<file path="config.mk">
export PLATFORM = sky130hd
export DESIGN_NAME = div_controller_dp_flat
export DESIGN_NICKNAME = d
export VERILOG_FILES = /design/src/rtl/div_if.sv /design/src/rtl/div_controller_dp.sv /design/src/flat_wrapper.sv
export SDC_FILE = /design/constraint.sdc
export NUM_CORES = 1
export LEC_CHECK = 0
export ABC_AREA = 0
export CAP_MARGIN = 0
export CORE_ASPECT_RATIO = 1.25
export CORE_MARGIN = 3
export CORE_UTILIZATION = 55
export CTS_CLUSTER_DIAMETER = 120
export DETAILED_ROUTE_END_ITERATION = 10
export PLACE_DENSITY = 0.92
export SYNTH_ARGS = -nofsm -noshare
export SYNTH_HDL_FRONTEND = slang
export SYNTH_SLANG_ARGS = --single-unit
</file>
<file path="constraint.sdc">
create_clock -name clk -period 3.5 [get_ports clk]
set_input_delay 1.05 -clock clk [delete_from_list [all_inputs] [get_ports clk]]
set_output_delay 1.05 -clock clk [all_outputs]
set_load 0.05 [all_outputs]
</file>
<file path="src/rtl/div_if.sv">
// Operand/result bundle between the divider and its requester.
// The requester drives start/data_in; the divider drives status and results.
interface div_if #(
  parameter int WIDTH = 16
);
  logic             start;
  logic [WIDTH-1:0] data_in;
  logic             busy;
  logic             done;
  logic             div_by_zero;
  logic [WIDTH-1:0] quotient;
  logic [WIDTH-1:0] remainder;

  modport master (
    output start,
    output data_in,
    input  busy,
    input  done,
    input  div_by_zero,
    input  quotient,
    input  remainder
  );

  modport slave (
    input  start,
    input  data_in,
    output busy,
    output done,
    output div_by_zero,
    output quotient,
    output remainder
  );
endinterface

</file>
<file path="src/rtl/div_controller_dp.sv">
// Sequential unsigned divider by repeated subtraction; operands arrive serially
// on data_in (dividend, then divisor) and the controller FSM shares this module.
module div_controller_dp #(
  parameter int WIDTH = 16
) (
  input  logic  clk,
  input  logic  rst,
  div_if.slave  bus
);

  typedef enum logic [2:0] {
    IDLE   = 3'd0,
    LOAD_A = 3'd1,
    LOAD_B = 3'd2,
    CHECK  = 3'd3,
    SUB    = 3'd4,
    DONE   = 3'd5
  } state_t;

  state_t           state;
  logic [WIDTH-1:0] q_r;
  logic [WIDTH-1:0] r_r;
  logic [WIDTH-1:0] b_r;
  logic             dbz_r;
  logic             can_sub;

  // Full-width unsigned compare; the subtraction below is guarded by it, so R never underflows.
  assign can_sub = (r_r >= b_r);

  always_ff @(posedge clk) begin
    if (rst) begin
      state <= IDLE;
      q_r   <= '0;
      r_r   <= '0;
      b_r   <= '0;
      dbz_r <= 1'b0;
    end else begin
      case (state)
        IDLE: begin
          if (bus.start) begin
            state <= LOAD_A;
            dbz_r <= 1'b0;
          end
        end
        LOAD_A: begin
          r_r   <= bus.data_in;
          q_r   <= '0;
          state <= LOAD_B;
        end
        LOAD_B: begin
          b_r   <= bus.data_in;
          state <= CHECK;
        end
        CHECK: begin
          if (b_r == '0) begin
            dbz_r <= 1'b1;
            state <= DONE;
          end else begin
            state <= SUB;
          end
        end
        SUB: begin
          if (can_sub) begin
            r_r <= r_r - b_r;
            q_r <= q_r + WIDTH'(1);
          end else begin
            state <= DONE;
          end
        end
        DONE: begin
          // Results are held until start drops; no automatic restart.
          if (!bus.start) state <= IDLE;
        end
        default: state <= IDLE;
      endcase
    end
  end

  assign bus.busy        = (state == LOAD_A) || (state == LOAD_B) ||
                           (state == CHECK)  || (state == SUB);
  assign bus.done        = (state == DONE);
  assign bus.div_by_zero = dbz_r;
  assign bus.quotient    = q_r;
  assign bus.remainder   = r_r;

endmodule

</file>
<file path="src/flat_wrapper.sv">
// flat-port wrapper written by rule: the top's interface ports become plain ports
module div_controller_dp_flat 
#(
  parameter int WIDTH = 16
)
  (clk, rst, bus_start, bus_data_in, bus_busy, bus_done, bus_div_by_zero, bus_quotient, bus_remainder);
  div_if #(.WIDTH(WIDTH)) bus_i ();
  input  logic clk;
  input  logic rst;
  input wire logic [$bits(bus_i.start)-1:0] bus_start;
  input wire logic [$bits(bus_i.data_in)-1:0] bus_data_in;
  output wire logic [$bits(bus_i.busy)-1:0] bus_busy;
  output wire logic [$bits(bus_i.done)-1:0] bus_done;
  output wire logic [$bits(bus_i.div_by_zero)-1:0] bus_div_by_zero;
  output wire logic [$bits(bus_i.quotient)-1:0] bus_quotient;
  output wire logic [$bits(bus_i.remainder)-1:0] bus_remainder;
  assign bus_i.start = bus_start;
  assign bus_i.data_in = bus_data_in;
  assign bus_busy = bus_i.busy;
  assign bus_done = bus_i.done;
  assign bus_div_by_zero = bus_i.div_by_zero;
  assign bus_quotient = bus_i.quotient;
  assign bus_remainder = bus_i.remainder;
  div_controller_dp #(.WIDTH(WIDTH)) u_core (.clk(clk), .rst(rst), .bus(bus_i));
endmodule
</file>
After elaboration in Yosys (flattened, before gate mapping)
Index checks and enable logic that the tools add are counted.

cells by class
  multiply operators = 0
  divide/modulo/power cells = 0
  magnitude comparators = 1
  equal/unequal tests = 10
  $add $sub $neg = 2
  muxes and demuxes = 12
  shift-type cells = 0
  reduce and logical (&&, ||, !) cells = 10
  bitwise operators = 0

operators with widths
  cell                                                  count
  one-hot mux 16 bit (2 select lines)                   2
  2-to-1 mux 16 bit                                     2
  one-hot mux 3 bit (6 select lines)                    1
  adder 16 x 1 -> 16 bit (second input constant)        1
  greater-or-equal comparator 16 bit                    1
  logical NOT 16 bit                                    1
  subtractor 16 bit                                     1
  2-to-1 mux 3 bit                                      3
  equality test 3 x 2 -> 1 bit (second input constant)  2
  equality test 3 bit (second input constant)           2
  != test 2 bit (second input constant)                 3
  AND reduction 3 bit                                   2
  != test 2 x 1 -> 1 bit (second input constant)        2
  nonzero test 2 bit                                    2
  equality test 3 x 1 -> 1 bit (second input constant)  1
  logical NOT 3 bit                                     1
  logical OR 1 bit                                      3
  2-to-1 mux 1 bit                                      3
  one-hot mux 1 bit (2 select lines)                    1
  AND reduction 2 bit                                   1

storage, ports and cells
  bits in writable memories = 0
  memories = 0
  ROM bits = 0
  output and inout port bits = 35
  latch bits = 0
  word-level logic and storage cells = 40
  register bits = 52

Depth between registers and ports, before layout
Gate-level depths: netlist of the first run.

  word-level depth = 4
  depth in mapped cells = 12
  depth with buffers taken out = 11

Worst setup path after synthesis of the first run
No wires, ideal clock.

  kind = flip-flop to flip-flop
  from = register u_core.r_r[13] (netlist: u_core.bus.remainder[13])
  to = register u_core.q_r[2] (netlist: u_core.bus.quotient[2])
  clock period less this slack = 2.672 ns
  buffers on the path = 2
  stages on the path, launching flop included = 11
  setup slack = 0.828 ns
  arrival time = 2.606 ns
  required time = 3.435 ns
  cell sequence = dfxtp_1 ha_1 buf_6 a21o_1 a211o_1 a211o_1 o21a_1 buf_6 nand3_1 mux2_2 nor2_1

on the way
  longest elaborated chain between the ends = 3

RTL lines
  what                                line                     source
  from (decl)                         div_controller_dp.sv:22  logic [WIDTH-1:0] r_r;
  from (signal assigned)              div_controller_dp.sv:46  r_r <= bus.data_in;
  from (signal assigned)              div_controller_dp.sv:64  r_r <= r_r - b_r;
  greater-or-equal comparator 16 bit  div_controller_dp.sv:28  assign can_sub = (r_r >= b_r);
  != test 2 x 1 -> 1 bit (no line)    --
  AND reduction 2 bit (no line)       --
  to (signal assigned)                div_controller_dp.sv:65  q_r <= q_r + WIDTH'(1);
  to (decl)                           div_controller_dp.sv:21  logic [WIDTH-1:0] q_r;

Every way passes these cells.
A chain may end at the register's enable or synchronous reset.

Final worst setup path of the first run
  from = register u_core.state[0]
  to = output port bus_busy

on the way
  longest elaborated chain between the ends = 4
  elaborated cells on any way between the ends = 7
  classes of those cells = eq/ne: 4; reduce/logical: 3

RTL lines
  what                                                                                 line                     source
  from (decl)                                                                          div_controller_dp.sv:20  state_t state;
  from (signal assigned)                                                               div_controller_dp.sv:32  state <= IDLE;
  from (signal assigned)                                                               div_controller_dp.sv:41  state <= LOAD_A;
  from (signal assigned)                                                               div_controller_dp.sv:48  state <= LOAD_B;
  equality test 3 x 1 -> 1 bit / equality test 3 x 2 -> 1 bit (equally long branches)  div_controller_dp.sv:79  assign bus.busy = (state == LOAD_A) || (state == LOAD_B) ||
  logical OR 1 bit (2 in series)                                                       div_controller_dp.sv:79
  logical OR 1 bit (*)                                                                 div_controller_dp.sv:80  (state == CHECK) || (state == SUB);
  to (decl)                                                                            flat_wrapper.sv:12       output wire logic [$bits(bus_i.busy)-1:0] bus_busy;

Every way passes the cells marked *; elsewhere a longest branch is shown, timed or not.

==> flow_metrics.tcl, run 1 <==
set metrics [dict create \
    async_flop_share_pct 0 \
    synth.distinct_cells 60 \
    ctsRootBufferMaster "clkbuf_8" \
    vdd_drop_max_mv 0.438 \
    holdCritPathClass "flop to flop" \
    arrival_ps 2010 \
    coreArea_mm2 0.00586 \
    grt_max_degree 31 \
    drive_gt1_share_pct 4.92 \
    status "complete, no violations" \
    crit_fanout 16 \
    critPathKind "flop to output pin" \
    tns_ps 0 \
    finalNetCount 524 \
    r2r_cells 10 \
    ant_nets 0 \
    reg2reg_to "u_core.bus.remainder[6]$_SDFFE_PP0P_" \
    via_count 3399 \
    die_area_mm2 0.00706 \
    switching_power_uw 2330 \
    cts.sink_count 52 \
    cts.clk_slew.worst_paths_ps 90 \
    synth_area_mm2 0.00334 \
    clk_path_buf_depth 2 \
    p_sw_share_pct 51.1 \
    io_pins 54 \
    r2r_start "u_core.bus.remainder[0]$_SDFFE_PP0P_" \
    min-delay-start "u_core.b_r[14]$_SDFFE_PP0P_" \
    ys_warn_count 0 \
    syn_inst 448 \
    post_cts_buffers 0 \
    end_kind "output pin" \
    cts.hold.buffers_added 0 \
    port_buffers 53 \
    hold_path_depth 2 \
    startpoint_type "flop" \
    worst_pin_slew_ps 642 \
    powerDensity_mw_per_mm2 1140 \
    drtPass1Iterations 6 \
    routabilityCongestion 0.910 \
    placed_cell_area_mm2 0.00388 \
    grt_usage_pct 26.3 \
    grt_pass1_vias 3177 \
    period_minus_slack_ps 3060 \
    routedWlPerCell_um 15.4 \
    via_per_inst 5.96 \
    yosysSeqAreaShare_pct 31.1 \
    relSlewSlack_pct 57.0 \
    hold_violations 0 \
    ctsHtreeMaxLevel 2 \
    clkLatencyLatePin_ps 320 \
    cts_resized 0 \
    p_comb_share_pct 70.7 \
    syn_area_per_cell_um2 7.47 \
    start_util_pct 57.1 \
    grt_antenna_before_repair 0 \
    setup_viol 0 \
    internal_power_uw 2230 \
    synth_fp_nets 485 \
    hold_path_end "u_core.b_r[14]$_SDFFE_PP0P_" \
    pwr-share-seq_pct 19.5 \
    ys_ff_latch 52 \
    drv_cap 0 \
    grt_remaining_overflow 0 \
    pwr-share-clk_pct 9.8 \
    cts_tree "yes" \
    drv_slew 0 \
    r2r_setup_slack_ps 740 \
    area_growth_pct 19.6 \
    dp_hpwl_um 6460 \
    clock.fmax_mhz 326 \
    routed_wl_um 8760 \
    die_x_um 75.7 \
    final.period_utilization_pct 87.6 \
    fp.dieH_um 93.2 \
    leakagePower_uw 0.00146 \
    rows 31 \
    design_area_mm2 0.00400 \
    numCtsBuffers 5 \
    grt_pass1_wl_um 14800 \
    drc 0 \
    critPathRequiredTime_ps 2450 \
    synth_edf_count 0 \
    final_core_util_pct 68.3 \
    drtIter0Drc 235 \
    fin_skew_ps 7.33 \
    n_antenna_cell 0 \
    synthFlopType "dfxtp_1" \
    rsz0062_at_grt "false" \
]
==> worst max-delay path, stage by stage, from the launching register on <==
cell and delay (ps):
dfxtp_1 620, nor2_1 120, xnor2_1 150, clkdlybuf4s50_1 820
==> kinds of logic after synthesis <==
group	count (synthesis)	share of synthesized area (%)
buffers and inverters	49	6.66
AOI/OAI and AO/OA	129	25.0
and+or+nand+nor	182	25.1
adders and majority gates	18	6.96
muxes	5	1.68
xor gates and xnor gates	13	3.40
DFF	52	31.1
==> cell usage in the layout, fill, tap and decap left out, types with 2 or more instances in the layout <==
cell type        instances
dfxtp_1                 52
o41ai_1                  2
o211ai_1                 4
and4_1                   3
a211oi_1                 8
a21o_1                   4
o21ai_0                 24
nand3_1                 11
a211o_1                  3
nand2b_1                 4
o21a_1                   5
o31ai_1                  2
clkdlybuf4s50_1         52
ha_1                    17
inv_1                   21
mux2i_1                  3
nor4_1                   7
nor2b_1                  5
xor2_1                   2
nor3_1                  13
xnor2_1                 11
nor2_1                  50
a31oi_1                  4
nand4_1                  7
nand3b_1                 4
a311o_1                  2
buf_4                    6
nand2_1                 66
and3_1                   4
a311oi_1                 7
clkbuf_8                 6
a21oi_1                 48
a41oi_1                  2
==> per-stage QoR <==
step | hold WS (ps) | std cells | total power, µW | setup slack (ps)
finish | 478 | 570 | 4550 | 436
global route | 496 | 570 | 4920 | 284
CTS | 478 | 570 | 4520 | 423
detailed placement | 463 | 562 | 4070 | 769
global placement | 455 | 562 | 4000 | 808
floorplan | 449 | 448 | 3410 | 828
==> flip-flops by register name, summed over array words and instances, names as in the netlist <==
register / flops
u_core.state: 3
u_core.bus.remainder: 16
u_core.bus.div_by_zero: 1
u_core.bus.quotient: 16
u_core.b_r: 16
==> synthesized netlist by cell type, types with 5 or more instances <==
master / n / area [µm²]
nor2_1: 50 / 188
a311oi_1: 7 / 61.3
nor2b_1: 5 / 31.3
nand3_1: 11 / 55.1
ha_1: 17 / 213
xnor2_1: 11 / 96.3
nand2_1: 66 / 248
o21a_1: 5 / 37.5
a211oi_1: 8 / 60.1
inv_1: 21 / 78.8
clkbuf_1: 18 / 67.6
nor3_1: 13 / 65.1
o21ai_0: 24 / 120
nor4_1: 7 / 43.8
nand4_1: 7 / 43.8
dfxtp_1: 52 / 1040
a21oi_1: 48 / 240
==> final cells by class <==
type	count	area, µm²
well taps	82	103
flip-flops and latches	52	1040
repair buffers	59	571
fillers	516	1860
clock buffers	6	82.6
multi-input cells	347	2080
inverters	22	82.6
clock inverters	2	38.8
==> how the worst max path moves through the flow <==
stage,startpoint,endpoint,slack (ps),cells past startpoint
after floorplan,u_core.bus.remainder[13]$_SDFFE_PP0P_,u_core.bus.quotient[2]$_SDFFE_PP0P_,830,10
after CTS,u_core.state[0]$_SDFFE_PP0P_,bus_busy,420,3
after detailed placement,u_core.state[0]$_SDFFE_PP0P_,bus_busy,770,3
after global placement,u_core.state[0]$_SDFFE_PP0P_,bus_busy,810,3
final,u_core.state[0]$_SDFFE_PP0P_,bus_busy,440,3
after global routing,u_core.state[0]$_SDFFE_PP0P_,bus_busy,280,3
==> metal layers <==
metal / up-vias / track usage (%) / share of wire (%)
li1: 1675 / - / -
met1: 1600 / 32.9 / 42
met2: 109 / 44.6 / 51
met3: 15 / 4.62 / 5.0
met4: 0 / 8.16 / 1.9
met5: - / 0 / 0
==> power by group through the flow <==
stage                     combinational (µW)  clock [µW]  sequential, µW
after CTS                               3190         445             883
after global routing                    3540         476             905
after detailed placement                3170           0             897
final                                   3220         447             886
after global placement                  3110           0             889
after floorplan                         2300           0            1110
(Power assumes the default switching activity.)
==> inputs of run 2 (changes only) <==
--- a/config.mk
+++ b/config.mk
@@ -6,7 +6,8 @@
 export NUM_CORES = 1
 export LEC_CHECK = 0
 export ABC_AREA = 0
-export CAP_MARGIN = 0
+export ABC_CLOCK_PERIOD_IN_PS = 3500
+export CAP_MARGIN = 40
 export CORE_ASPECT_RATIO = 1.25
 export CORE_MARGIN = 3
 export CORE_UTILIZATION = 55
==> results of run 2 <==
No change in the layout: final DEF, timing and power equal those of run 1.
==> inputs of run 3 (changes only) <==
--- a/config.mk
+++ b/config.mk
@@ -5,7 +5,6 @@
 export SDC_FILE = /design/constraint.sdc
 export NUM_CORES = 1
 export LEC_CHECK = 0
-export ABC_AREA = 0
 export ABC_CLOCK_PERIOD_IN_PS = 3500
 export CAP_MARGIN = 40
 export CORE_ASPECT_RATIO = 1.25
@@ -14,6 +13,7 @@
 export CTS_CLUSTER_DIAMETER = 120
 export DETAILED_ROUTE_END_ITERATION = 10
 export PLACE_DENSITY = 0.92
+export SKIP_LAST_GASP = 1
 export SYNTH_ARGS = -nofsm -noshare
 export SYNTH_HDL_FRONTEND = slang
 export SYNTH_SLANG_ARGS = --single-unit
==> results of run 3 <==
No change in the layout: final DEF, timing and power equal those of run 1.
